File: config.mk
export PLATFORM = sky130hd
export DESIGN_NAME = seq_divider
export DESIGN_NICKNAME = d
export VERILOG_FILES = /design/src/rtl/seq_divider.sv
export SDC_FILE = /design/constraint.sdc
export NUM_CORES = 1
export LEC_CHECK = 0
export ABC_AREA = 1
export CORE_MARGIN = 3
export CORE_UTILIZATION = 34
export CTS_BUF_LIST = sky130_fd_sc_hd__clkbuf_4 sky130_fd_sc_hd__clkbuf_8 sky130_fd_sc_hd__clkbuf_16
export DETAILED_ROUTE_END_ITERATION = 8
export GPL_TIMING_DRIVEN = 0
export HOLD_SLACK_MARGIN = 0.03
export PLACE_DENSITY = 0.59
export RECOVER_POWER = 100
export SLEW_MARGIN = 20
export SYNTH_ARGS = -nofsm -noshare
export SYNTH_HDL_FRONTEND = slang
export SYNTH_SLANG_ARGS = --single-unit
File: constraint.sdc
create_clock -name clk -period 2.3 [get_ports clk]
set_clock_uncertainty 0.1 [all_clocks]
set_input_delay 0.23 -clock clk [delete_from_list [all_inputs] [get_ports clk]]
set_output_delay 0.23 -clock clk [all_outputs]
set_load 0.01 [all_outputs]
File: src/rtl/seq_divider.sv
// Sequential restoring divider: one quotient bit per clock, registered Q/R/flags.
// state | meaning
// IDLE  | waiting for start, results held
// CALC  | one restoring iteration per edge, N edges total
// DONE  | results valid, done pulses for this single cycle
module seq_divider #(
    parameter int N = 8
) (
    input  logic         clk,
    input  logic         rst,
    input  logic         start,
    input  logic [N-1:0] A,
    input  logic [N-1:0] B,
    output logic [N-1:0] Q,
    output logic [N-1:0] R,
    output logic         busy,
    output logic         done,
    output logic         div_zero
);

    localparam int CW = $clog2(N + 1);

    typedef enum logic [1:0] {
        IDLE = 2'd0,
        CALC = 2'd1,
        DONE = 2'd2
    } state_t;

    state_t         state_q, state_d;
    logic [N:0]     rem_q, rem_d;
    logic [N-1:0]   dvd_q, dvd_d;
    logic [N-1:0]   div_q, div_d;
    logic [CW-1:0]  cnt_q, cnt_d;
    logic [N-1:0]   quo_q, quo_d;
    logic [N-1:0]   res_r_q, res_r_d;
    logic           busy_q, busy_d;
    logic           done_q, done_d;
    logic           div_zero_q, div_zero_d;

    logic [N:0]     shifted;
    logic [N+1:0]   trial;
    logic           qbit;

    always_comb begin
        state_d    = state_q;
        rem_d      = rem_q;
        dvd_d      = dvd_q;
        div_d      = div_q;
        cnt_d      = cnt_q;
        quo_d      = quo_q;
        res_r_d    = res_r_q;
        busy_d     = busy_q;
        done_d     = 1'b0;
        div_zero_d = div_zero_q;

        // Dividend register doubles as the quotient shift register.
        shifted = {rem_q[N-1:0], dvd_q[N-1]};
        trial   = {1'b0, shifted} + {1'b0, ~{1'b0, div_q}} + (N+2)'(1);
        qbit    = trial[N+1];

        case (state_q)
            IDLE: begin
                if (start) begin
                    dvd_d      = A;
                    div_d      = B;
                    rem_d      = '0;
                    cnt_d      = '0;
                    div_zero_d = 1'b0;
                    if (B == '0) begin
                        state_d    = DONE;
                        div_zero_d = 1'b1;
                        quo_d      = '1;
                        res_r_d    = A;
                        done_d     = 1'b1;
                    end else begin
                        state_d = CALC;
                        busy_d  = 1'b1;
                    end
                end
            end
            CALC: begin
                rem_d = qbit ? trial[N:0] : shifted;
                dvd_d = N'({dvd_q, qbit});
                cnt_d = cnt_q + CW'(1);
                if (cnt_q == CW'(N - 1)) begin
                    state_d = DONE;
                    busy_d  = 1'b0;
                    done_d  = 1'b1;
                    quo_d   = dvd_d;
                    res_r_d = rem_d[N-1:0];
                end
            end
            DONE: begin
                state_d = IDLE;
            end
            default: begin
                state_d = IDLE;
                busy_d  = 1'b0;
            end
        endcase
    end

    always_ff @(posedge clk) begin
        if (rst) begin
            state_q    <= IDLE;
            rem_q      <= '0;
            dvd_q      <= '0;
            div_q      <= '0;
            cnt_q      <= '0;
            quo_q      <= '0;
            res_r_q    <= '0;
            busy_q     <= 1'b0;
            done_q     <= 1'b0;
            div_zero_q <= 1'b0;
        end else begin
            state_q    <= state_d;
            rem_q      <= rem_d;
            dvd_q      <= dvd_d;
            div_q      <= div_d;
            cnt_q      <= cnt_d;
            quo_q      <= quo_d;
            res_r_q    <= res_r_d;
            busy_q     <= busy_d;
            done_q     <= done_d;
            div_zero_q <= div_zero_d;
        end
    end

    assign Q        = quo_q;
    assign R        = res_r_q;
    assign busy     = busy_q;
    assign done     = done_q;
    assign div_zero = div_zero_q;

endmodule
==> summary.md <==
| Metric | Value |
|---|---|
| CTS H-tree lvls | `2` |
| GP Congestion | `0.822` |
| CTS Root Buffer Type | `clkbuf_8` |
| Detail Placement HPWL | `4870 µm` |
| GRT Util Overall | `16.1%` |
| Mapped Area | `2550 µm²` |
| CP max-delay cell | `dfxtp_1` |
| Setup TNS | `0 ns` |
| CTS tree | `yes` |
| Max-slew headroom | `65.4%` |
| PwrDens | `643 nW/µm²` |
| PortBufs | `37` |
| Hold Crit Depth | `2` |
| Post-CTS setup buffers | `0` |
| Final net count | `430` |
| Final min period | `2.00 ns` |
| RSZ-0062 raised after global routing | `no` |
| Yosys warns | `0` |
| WP data arrival | `2.11 ns` |
| Routed WL | `6380 µm` |
| DRC Markers | `0` |
| Final hold slack | `0.375 ns` |
| Largest net degree at the start of global routing | `16` |
| DRT Pass-1 Iters | `4` |
| # hold bufs at CTS | `0` |
| Height of the die | `92.6 µm` |
| Via count | `2378` |
| Status | `finished, final reports clean` |
| # placed instances | `490` |
| Synth area leaders | `dfxtp_1 (38%), nand2_1 (10%), inv_1 (8.7%), nand3_1 (7.3%), a21oi_1 (5.1%)` |
| Count of clock tree sinks | `49` |
| Worst VDD drop | `0.224 mV` |
| Share of layout cells above drive strength 1 | `6.47%` |
| Slew @ Worst Pin | `0.519 ns` |
| Sequential area share after synthesis | `38.5%` |
| Area grow syn2layout | `23.2%` |
| Max-cap violation count | `0` |
| I/O Pins | `38` |
| Setup CP Type | `reg -> reg` |
| CP Launch Type | `flip-flop` |
| Max stage delay on crit path | `0.33 ns` |
| Final setup vio count | `0` |
| Clock Pin Slew Worst Setup and Hold Paths | `0.09 ns` |
| Worst path required time | `2.41 ns` |
| Leak pwr | `1.57 nW` |
| Crit. End Element | `flip-flop` |
| Post-DRT Antenna Nets | `0` |
| Fin crit share | `87.1%` |
| Clock buffer depth | `2` |
| Yosys reg bits | `49` |
| Fin. Hold Viols | `0` |
| Starting Density | `36.3%` |
| Post-synth top area cell | `dfxtp_1` |
| Antenna violations before repair | `0` |
| First-pass GRT wire length | `11100 µm` |
| Mapped Cells | `357` |
| # rows | `30` |
| Syn avg cell area | `7.14 µm²` |
| Post-synth top area share | `38.5%` |
| CTS Buf Count | `5` |
| Distinct cells, synth | `34` |
| Ant diodes | `0` |
| Critical-path maximum fanout | `10` |
| Vias in the first global route | `2340` |
| Die area | `8570 µm²` |
| Mapped Nets | `386` |
| DR iter-0 viols | `125` |
| Die extent in x | `92.6 µm` |
| Maximum operating frequency | `499 MHz` |
| Max Slew Vio Count | `0` |
| Worst R2R Setup Slack | `0.30 ns` |
| Clk_lat worst skew | `0.31 ns` |
| Worst r2r path cells | `9` |
| Average wire per cell in the routed design | `12.8 µm` |
| Worst path cell trace | `inv_2 > nand3_1 > inv_1 > nand2_2 > nand2_4 > clkbuf_2 > nand3_1 > o211ai_1 > inv_1` |
| Post-DR vias/cell | `4.78` |
| Post-cts resize count | `0` |
| Gr ovfl total | `0` |
| Core ar. | `7020 µm²` |
| Hold Crit Class | `reg -> reg` |
| Non-filler instance count after layout | `498` |
critical path: cells and delay by family (launching register included):
kind	cells	cell delay [ns]
DFF	1	0.33
and+or+nand+nor	4	0.65
buffers and inverters	4	0.72
AOI/OAI and AO/OA	1	0.10
state kept, by name (all words and copies together) (netlist names):
signal	flops
cnt_q	4
rem_q	8
state_q	2
div_q	8
div_zero	1
busy	1
dvd_q	8
R	8
done	1
Q	8
metal layers:
| metal | part of all wire (%) | global-route usage (%) |
|---|---|---|
| met1 | 50 | 21.5 |
| met2 | 45 | 25.6 |
| met3 | 3.0 | 2.68 |
| met4 | 2.1 | 7.05 |
| met5 | 0 | 0 |
cell type report:
type | count | area (µm²)
Fill cell | 763 | 3880
Multi-Input combinational cell | 229 | 1240
Sequential cell | 49 | 981
Timing Repair Buffer | 37 | 370
Inverter | 67 | 254
Tap cell | 96 | 120
Clock buffer | 6 | 76.3
Buffer | 12 | 57.6
Clock inverter | 2 | 38.8
stage by stage:
stage	util (%)	total power [mW]	instance area (µm²)	worst slack, ns
floorplan	-	1.26	2550	0.564
finish	44.7	2.02	3140	0.298
CTS	45.0	2.05	3160	0.315
detailed placement	43.3	1.40	3040	0.275
global placement	43.3	1.39	3040	0.272
global route	44.7	2.14	3140	0.0769
synth_stat cells (all sizes together):
cell / instances
ha: 9
xnor2: 2
clkinv: 1
buf: 7
xor2: 2
nand4: 10
o211ai: 8
dfxtp: 49
o21ai: 27
nor3: 2
nand3: 38
clkbuf: 5
nand2: 74
or3: 1
a31oi: 7
a21oi: 27
or2: 2
nor2: 17
inv: 66
and3: 1
fa: 1
nand3b: 1
cells in the final DEF, fill, tap and decap left out, types with 2 or more instances in the layout:
| cell type | count |
|---|---|
| a21oi_1 | 26 |
| a31oi_1 | 7 |
| buf_1 | 4 |
| clkbuf_1 | 5 |
| clkbuf_8 | 5 |
| clkdlybuf4s50_1 | 17 |
| dfxtp_1 | 49 |
| dlygate4sd3_1 | 20 |
| ha_1 | 9 |
| inv_1 | 60 |
| inv_2 | 5 |
| nand2_1 | 70 |
| nand2_2 | 2 |
| nand2_4 | 2 |
| nand3_1 | 38 |
| nand4_1 | 10 |
| nor2_1 | 14 |
| nor2_8 | 2 |
| nor3_1 | 2 |
| o211ai_1 | 8 |
| o21ai_0 | 22 |
| o21ai_1 | 5 |
| xnor2_1 | 2 |
| xor2_1 | 2 |
power by group:
part / internal (mW) / switching, mW
clock: 0.339 / 0.304
combinational: 0.164 / 0.290
sequential: 0.894 / 0.0306
path summary, 6_finish.rpt:
kind / startpoint / to
setup / recovery: state_q[0] / Q[6]
hold / removal: div_q[5] / div_q[5]
setup reg to reg: state_q[0] / Q[6]
hold reg to reg: div_q[5] / div_q[5]
kinds of logic (layout without fill, tap and decap cells):
family / count (synthesis) / after routing / share of synthesized area [%]
adder cells (fa/ha/maj): 10 / 10 / 5.20
AND/OR/NAND/NOR: 146 / 146 / 27.8
AO/OA/AOI/OAI: 69 / 69 / 14.8
buffers and inverters: 79 / 124 / 12.3
flip-flops: 49 / 49 / 38.5
XOR/XNOR: 4 / 4 / 1.37
No activity file was read; power rests on OpenSTA's default activity.
